--- src/rtl/lspc_pkg.sv ---
// Shared LSPC definitions: IRQ bit positions, default IPL levels and the level type.
package lspc_pkg;

    typedef logic [2:0] lvl_t;

    localparam int unsigned IRQ_RST = 0;
    localparam int unsigned IRQ_TMR = 1;
    localparam int unsigned IRQ_VBL = 2;
    localparam int unsigned NUM_IRQ = 3;

    localparam lvl_t DEF_VBL_LEVEL   = 3'd1;
    localparam lvl_t DEF_TIMER_LEVEL = 3'd2;
    localparam lvl_t DEF_RESET_LEVEL = 3'd3;

    localparam logic [2:0] IPL_IDLE = 3'b111;

endpackage

--- src/rtl/irq_source_latch.sv ---
// One interrupt source: rising-edge detect, pending and overrun flags, ack/set arbitration.
module irq_source_latch #(
    parameter bit RST_PEND = 1'b0
) (
    input  logic clk,
    input  logic rst,
    input  logic req,
    input  logic ack,
    output logic pend,
    output logic ovr
);

    logic req_q;
    logic pend_q, pend_d;
    logic ovr_q, ovr_d;
    logic rise;

    assign rise = req & ~req_q;

    // A new edge always wins over a same-cycle ack, so no event is ever dropped.
    always_comb begin
        pend_d = pend_q;
        ovr_d  = ovr_q;
        if (ack) begin
            pend_d = 1'b0;
            ovr_d  = 1'b0;
        end
        if (rise) begin
            if (pend_q && !ack) begin
                ovr_d = 1'b1;
            end
            pend_d = 1'b1;
        end
    end

    always_ff @(posedge clk) begin
        if (rst) begin
            req_q  <= 1'b0;
            pend_q <= RST_PEND;
            ovr_q  <= 1'b0;
        end else begin
            req_q  <= req;
            pend_q <= pend_d;
            ovr_q  <= ovr_d;
        end
    end

    assign pend = pend_q;
    assign ovr  = ovr_q;

endmodule

--- src/rtl/lspc_irq_ctrl.sv ---
// LSPC interrupt controller: latches timer/vblank/reset requests and drives registered nIPL.
module lspc_irq_ctrl
    import lspc_pkg::*;
#(
    parameter lvl_t VBL_LEVEL   = DEF_VBL_LEVEL,
    parameter lvl_t TIMER_LEVEL = DEF_TIMER_LEVEL,
    parameter lvl_t RESET_LEVEL = DEF_RESET_LEVEL
) (
    input  logic       LSPC_6M,
    input  logic       RESETP,
    input  logic       TIMER_IRQ,
    input  logic       VBL_IRQ,
    input  logic       WR_IRQ_ACK,
    input  logic [2:0] M68K_DATA,
    output logic [2:0] nIPL,
    output logic [2:0] IRQ_PENDING,
    output logic [2:0] IRQ_OVERRUN
);

    logic [NUM_IRQ-1:0] ack;
    logic [NUM_IRQ-1:0] pend;
    logic [NUM_IRQ-1:0] ovr;
    lvl_t               lvl;
    logic [2:0]         nipl_q;

    assign ack = M68K_DATA & {NUM_IRQ{WR_IRQ_ACK}};

    // The reset IRQ has no request line; it is armed only by RESETP.
    irq_source_latch #(
        .RST_PEND (1'b1)
    ) u_rst_src (
        .clk  (LSPC_6M),
        .rst  (RESETP),
        .req  (1'b0),
        .ack  (ack[IRQ_RST]),
        .pend (pend[IRQ_RST]),
        .ovr  (ovr[IRQ_RST])
    );

    irq_source_latch #(
        .RST_PEND (1'b0)
    ) u_tmr_src (
        .clk  (LSPC_6M),
        .rst  (RESETP),
        .req  (TIMER_IRQ),
        .ack  (ack[IRQ_TMR]),
        .pend (pend[IRQ_TMR]),
        .ovr  (ovr[IRQ_TMR])
    );

    irq_source_latch #(
        .RST_PEND (1'b0)
    ) u_vbl_src (
        .clk  (LSPC_6M),
        .rst  (RESETP),
        .req  (VBL_IRQ),
        .ack  (ack[IRQ_VBL]),
        .pend (pend[IRQ_VBL]),
        .ovr  (ovr[IRQ_VBL])
    );

    // A source configured at level 0 keeps its pending bit but yields to lower priorities.
    always_comb begin
        lvl = 3'd0;
        if (pend[IRQ_RST] && (RESET_LEVEL != 3'd0)) begin
            lvl = RESET_LEVEL;
        end else if (pend[IRQ_TMR] && (TIMER_LEVEL != 3'd0)) begin
            lvl = TIMER_LEVEL;
        end else if (pend[IRQ_VBL] && (VBL_LEVEL != 3'd0)) begin
            lvl = VBL_LEVEL;
        end
    end

    always_ff @(posedge LSPC_6M) begin
        if (RESETP) begin
            nipl_q <= IPL_IDLE;
        end else begin
            nipl_q <= ~lvl;
        end
    end

    assign nIPL        = nipl_q;
    assign IRQ_PENDING = pend;
    assign IRQ_OVERRUN = ovr;

endmodule
--- config.mk ---
export PLATFORM = sky130hd
export DESIGN_NAME = lspc_irq_ctrl
export DESIGN_NICKNAME = d
export VERILOG_FILES = /design/src/rtl/lspc_pkg.sv /design/src/rtl/irq_source_latch.sv /design/src/rtl/lspc_irq_ctrl.sv
export SDC_FILE = /design/constraint.sdc
export NUM_CORES = 1
export LEC_CHECK = 0
export BUFFER_PORTS_ARGS = -buffer_cell sky130_fd_sc_hd__buf_4
export CAP_MARGIN = 20
export CORE_AREA = 4 4 41 43
export DETAILED_ROUTE_END_ITERATION = 6
export DIE_AREA = 0 0 45 47
export PLACE_DENSITY = 0.56
export SLEW_MARGIN = 5
export SYNTH_ARGS = -nofsm -noshare
export SYNTH_HDL_FRONTEND = slang
export SYNTH_SLANG_ARGS = --single-unit
--- constraint.sdc ---
create_clock -name LSPC_6M -period 0.8 [get_ports LSPC_6M]
set_input_delay 0.12 -clock LSPC_6M [delete_from_list [all_inputs] [get_ports LSPC_6M]]
set_output_delay 0.12 -clock LSPC_6M [all_outputs]
set_load 0.05 [all_outputs]
* Word-level counts from Yosys, hierarchy flattened
Index checks and enable logic that the tools add are counted.
Word-level totals: register bits 10, output and inout bits 9
Cells by class: multiplexer cells 13, bitwise gates (word level) 6, reduce and logical (&&, ||, !) cells 6
Operators with widths (number):
- 1-bit two-way mux | 11
- 3-bit two-way mux | 2
- 2-bit nonzero test | 2
- 3-bit AND | 1
- 3-bit NOT | 1
- 1-bit AND | 2
- 1-bit logical AND | 2
- 1-bit zero test | 2
- 1-bit NOT | 2

* Longest topological paths before layout
Gate-level depths: netlist of run 1.
word-level depth 5, mapped depth 2, mapped depth without buffers 2

* Cells and area by module
Synthesis of run 1 repeated with hierarchy kept, for this count alone.
Unflattened totals: cells, all modules 41, area total of the unflattened synthesis 412.9 um^2
By module, submodules not included:
- irq_source_latch at u_tmr_src ... | times used 2, cells each 10, area an instance 107.6 um^2, sequential area each 60.1 um^2
- irq_source_latch at u_rst_src | times used 1, cells each 10, area an instance 102.6 um^2, sequential area each 60.1 um^2
- lspc_irq_ctrl | times used 1, cells each 11, area an instance 95.1 um^2, sequential area each 40.0 um^2

* Least setup slack after synthesis of run 1
Ideal clock, no wire load.
kind flip-flop to flip-flop, start point reg u_tmr_src.pend_q, in the netlist u_tmr_src.pend, end point reg u_tmr_src.ovr_q, in the netlist u_tmr_src.ovr, setup time 0.095 ns, arrival 0.656 ns, data required time 0.705 ns, setup slack 0.049 ns, cell stages (with the launch flop) 3, buffers on the path 0, clock period less this slack 0.751 ns, cells stage by stage dfxtp_1 > nand3b_1 > a221oi_1
On the way: cells in the longest elaborated chain, start to end 3
Ends and longest elaborated chain:
- from (decl) | RTL line irq_source_latch.sv:14 | logic pend_q, pend_d;
- from (signal assigned) | RTL line irq_source_latch.sv:43 | pend_q <= pend_d;
- 1-bit logical AND | RTL line irq_source_latch.sv:29 | if (pend_q && !ack) begin
- 1-bit two-way mux | RTL line irq_source_latch.sv:29
- 1-bit two-way mux | RTL line irq_source_latch.sv:28 | if (rise) begin
- to (signal assigned) | RTL line irq_source_latch.sv:44 | ovr_q <= ovr_d;
- to (decl) | RTL line irq_source_latch.sv:15 | logic ovr_q, ovr_d;
No other way between the ends. A chain may end at the register's enable or synchronous reset.

* Final worst setup path of run 1
start point reg u_tmr_src.pend_q, in the netlist u_tmr_src.pend, end point out IRQ_PENDING[1]
RTL lines:
- to (decl) | RTL line lspc_irq_ctrl.sv:16 | output logic [2:0] IRQ_PENDING,
No word-level cell between the ends.

==> impl_metrics.yaml, run 1 <==
outcome:
  outcome: "complete, but fails checks"
  failed_checks: "negative setup slack"
timing:
  fin_crit_ns: 0.900
  slew_viol_final: 0
  holdWs_ns: 0.0359
  period_share: 1.13
  finalSetupViolCount: 7
  rsz0062_at_grt: "yes"
  skew_ns: 0.00381
  timing.final.ws_setup_ns: -0.100
  fmax_mhz: 1110
  hold_violations: 0
floorplan:
  io_pins: 17
  die_h_um: 47
  die_area_sq_um: 2120
  num_rows: 13
  start_util: 0.282
  core_area_sq_um: 1300
  die_w_um: 45
final_layout:
  mostFrequentLayoutCells: "buf_4, buf_8, dfxtp_2, clkbuf_4"
  nets: 58
  fin_util: 0.427
  final_common_cell: "buf_4"
  n_antenna_cell: 0
  drive_gt1_frac: 0.653
  layout-area-overhead-vs-synth_pct: 51.5
power_and_ir_drop:
  p_comb_frac: 0.237
  p_sw_uw: 330
  clockPowerShare: 0.314
  power.leakage_uw: 0.000245
  vdd_ir_drop_max_mv: 0.694
  power_density_nw_per_um2: 2020
  p_seq_frac: 0.449
  sw_frac_of_total: 0.293
  p_int_uw: 795
setup_path:
  crit_chain: "buf_8"
  cp.required_ns: 0.68
  cp.arrival_ns: 0.78
  path_delay_family: "flip-flops"
  endpoint_kind: "primary output"
  critPathLaunchType: "flop"
  worst_path_max_delay_cell: "dfxtp_4"
  cp_num_buf_inv: 1
  cp_slowest_stage_delay_ns: 0.37
  critPathKind: "flop to primary output"
  crit_fanout: 5
clocking:
  path_clk_slew_ns: 0.06
  cts_hold_buf: 0
  numCtsBuffers: 3
  cts-root-buf: "clkbuf_4"
  cts_tree: "yes"
  clock_latency_ns: 0.27
  clock_sinks: 9
  htreeDepth: 1
  cts_buffer_depth: 2
detailed_routing:
  drtIter0Drc: 4
  dr.pass1.iters: 3
  ant_nets: 0
  wire_per_inst_um: 9.94
  drcViolationCount: 0
  viasPerCell: 4.13
  finalWirelength_um: 636
  vias: 264
place:
  hpwl_um: 495
  portBuffers: 14
  place_congestion: 0.557
grt:
  gr-total-overflow: 0
  grt_max_degree: 9
  grt_pass1_vias: 223
  grt_pass1_wl_mm: 1.03
  antenna_found_initial: 0
  grt.total_usage: 0.0817
logic_synthesis:
  netlist_instances: 36
  syn-num-nets: 44
  synthesis.area_sq_um: 367
  synth_seq_cells: 9
  synth_cell_type_count: 18
  synth_seq_area_share: 0.491
  syn_avg_cell_area_sq_um: 10.2
  yosys_warnings: 0
worst_hold_path:
  hold_path_class: "input pin to flop"
job:
  max_cap_violations: 0
## cell usage after synthesis (all sizes together)
master	n	area (sq um)
a21o	1	8.76
o21bai	2	15.0
and3b	1	8.76
nand2b	1	6.26
conb	2	7.51
buf	7	52.6
a22o	1	8.76
nand2	1	3.75
a21bo	1	10.0
a221oi	1	8.76
nand3b	1	7.51
and2b	1	8.76
dfxtp	9	180
a21oi	2	10.0
inv	2	7.51
nor2b	2	15.0
o21a	1	7.51
## power by group through the flow
stage                     registers, uW  clock network (uW)  logic [uW]
after floorplan                     530                   0         147
after global placement              504                   0         221
after detailed placement            505                   0         222
after CTS                           506                 372         263
after global routing                510                 408         279
final                               505                 353         266
## final timing paths
check / from / endpoint / slack [ns] / cells after the start
min: M68K_DATA[1] / u_tmr_src.ovr / 0.04 / 2
max: u_tmr_src.pend / IRQ_PENDING[1] / -0.10 / 1
min reg2reg: u_vbl_src.ovr / u_vbl_src.ovr / 0.48 / 1
max reg2reg: u_tmr_src.pend / u_tmr_src.pend / 0.02 / 2
## cells by family (layout without fill, tap and decap cells)
group | Yosys count | in the layout | synth area share
buffers and inverters | 9 | 22 | 0.164
and+or+nand+nor | 7 | 7 | 0.137
DFF | 9 | 9 | 0.491
other | 2 | 2 | 0.0205
AOI/OAI and AO/OA | 9 | 9 | 0.188
## stage by stage
stage / total power (uW) / std cells / TNS [ns] / area (sq um) / worst slack [ns]
2_1_floorplan: 676 / 36 / 0 / 367 / 0.0487
3_3_place_gp: 725 / 58 / 0 / 438 / 0.0259
3_5_place_dp: 728 / 58 / -0.0481 / 438 / -0.0383
4_1_cts: 1140 / 63 / -0.587 / 538 / -0.115
5_1_grt: 1200 / 64 / -0.808 / 556 / -0.136
6_report: 1120 / 64 / -0.504 / 556 / -0.100
## state kept, by name, summed over array words and instances (netlist names)
name,flops
u_tmr_src.pend,1
u_rst_src.pend,1
u_tmr_src.req_q,1
u_tmr_src.ovr,1
u_vbl_src.req_q,1
nIPL,2
u_vbl_src.ovr,1
u_vbl_src.pend,1
## repair_timing
action	CTS	global route
setup buffers	1	1
resized for setup	22	4
setup endpoints to repair	9	10
pin swaps	0	2
## final cells by class
type	instances	area, sq um
Clock buffer	4	26.3
Fill cell	128	746
Inverter	2	7.51
Multi-Input combinational cell	18	133
Sequential cell	9	194
Tap cell	15	18.8
Timing Repair Buffer	16	176
## metal layers
metal  global-route usage  vias to the layer above  part of all wire  wire (um)
li1                     -                      135                 -          -
met1               0.0782                      113              0.37        238
met2               0.0932                       11              0.45        288
met3               0.0690                        5              0.12         75
met4                0.105                        0             0.053         34
met5                    0                        -                 0          0
Power figures use the tool's default switching activity.
==> run 2, diff against run 1 <==
- CAP_MARGIN: 20 -> 0
- SKIP_CTS_REPAIR_TIMING: default -> 1
==> run 2 against run 1 <==
  * Critical path depth unchanged
  * Clock power is essentially flat
  * Sequential cell count unchanged
  * Via count down 1.9%
  * The run still ends with negative setup slack left
  * Critical path type unchanged
  * Cell count shrank 3.1%
  * Largest cell class unchanged
  * Routed wire length increased by 1.4%
  * Setup slack hardly changed
  * Sequential power hardly changed
  * Fmax about the same
==> impl_metrics.yaml, run 2 (synthesis gave the netlist of run 1 again) <==
timing:
  fin_crit_ns: 0.901
  hold_violations: 0
  rsz0062_at_grt: "yes"
  timing.final.ws_setup_ns: -0.101
  skew_ns: 0.00470
  finalSetupViolCount: 7
  slew_viol_final: 0
  fmax_mhz: 1110
  period_share: 1.13
place:
  hpwl_um: 495
  place_inst: 58
  portBuffers: 14
  pre_cts_ws_ns: -0.0383
  place_congestion: 0.557
clocking:
  cts_tree: "yes"
  cts_buffer_depth: 2
  clock_sinks: 9
  cts-root-buf: "clkbuf_4"
  htreeDepth: 1
  numCtsBuffers: 3
  clock_latency_ns: 0.27
  path_clk_slew_ns: 0.06
grt:
  grt_max_degree: 9
  grt_pass1_vias: 206
  grt_pass1_wl_um: 945
  grt.total_usage: 0.0769
  gr-total-overflow: 0
  antenna_found_initial: 0
final_layout:
  mostFrequentLayoutCells: "buf_4, dfxtp_2, buf_8"
  fillers: 135
  fin_util: 0.406
  n_antenna_cell: 0
  instances_no_fill: 62
  final_common_cell: "buf_4"
  nets: 56
  largest_register_ffs: 2
  drive_gt1_frac: 0.617
  layout-area-overhead-vs-synth_pct: 44.0
setup_path:
  cp.required_ns: 0.68
  path_delay_family: "flip-flops"
  worst_path_max_delay_cell: "dfxtp_4"
  crit_chain: "buf_8"
  worst-r2r-cell-count: 2
  critPathKind: "flop to primary output"
  cp_num_buf_inv: 1
  endpoint_kind: "primary output"
  crit_fanout: 5
  critPathLaunchType: "flop"
  cp.arrival_ns: 0.78
  path_depth: 1
  cp_slowest_stage_delay_ns: 0.37
job:
  max_cap_violations: 0
worst_hold_path:
  whs_path_depth: 2
  hold_path_class: "input pin to flop"
floorplan:
  die_w_um: 45
  die_area_sq_um: 2120
  die_h_um: 47
  io_pins: 17
  num_rows: 13
  start_util: 0.282
  core_area_sq_um: 1300
outcome:
  failed_checks: "negative setup slack"
  outcome: "complete, but fails checks"
detailed_routing:
  ant_nets: 0
  wire_per_inst_um: 10.4
  vias: 259
  finalWirelength_um: 645
  dr.pass1.iters: 3
  viasPerCell: 4.18
  drcViolationCount: 0
  drtIter0Drc: 3
power_and_ir_drop:
  vdd_ir_drop_max_mv: 0.714
  power_density_nw_per_um2: 2090
  power.leakage_uw: 0.000231
run 2: metal layers:
layer	up-vias	track usage	part of all wire
met1	112	0.0690	0.35
li1	131	-	-
met3	5	0.0690	0.12
met5	-	0	0
met4	0	0.105	0.053
met2	11	0.0876	0.48
run 2: worst reg2reg max path, stage by stage, from the launching register on:
cell and delay (ns):
dfxtp_4 0.37, a21bo_2 0.22, a21oi_1 0.13
run 2: area by class of cell:
| type | count | area, sq um | share of cell area |
|---|---|---|---|
| clock buffers | 4 | 26.3 | 0.0498 |
| inverters | 2 | 7.51 | 0.0142 |
| multi-input cells | 18 | 133 | 0.251 |
| flip-flops and latches | 9 | 196 | 0.372 |
| well taps | 15 | 18.8 | 0.0355 |
| repair buffers | 14 | 146 | 0.277 |
run 2: final timing paths:
kind                                  endpoint           start  slack [ns]
worst max-delay path            IRQ_PENDING[1]  u_tmr_src.pend       -0.10
worst min-delay path             u_tmr_src.ovr    M68K_DATA[1]        0.04
worst max register to register  u_tmr_src.pend  u_tmr_src.pend        0.02
worst min register to register         nIPL[1]  u_rst_src.pend        0.47
run 2: power breakdown:
part / switching [uW] / internal [uW] / leakage [uW]
clock: 162 / 192 / 0.0000150
combinational: 142 / 107 / 0.000139
sequential: 23.7 / 479 / 0.0000768
total: 328 / 778 / 0.000231
run 2: metrics by stage:
| stage | hold slack, ns | cell area [sq um] | total power (uW) | setup TNS (ns) |
|---|---|---|---|---|
| after detailed placement | 0.341 | 438 | 728 | -0.0481 |
| after CTS | 0.0516 | 464 | 1090 | -1.07 |
| after global placement | 0.331 | 438 | 725 | 0 |
| after floorplan | 0.189 | 367 | 676 | 0 |
| final | 0.0356 | 528 | 1110 | -0.520 |
| after global routing | 0.0261 | 528 | 1180 | -0.801 |
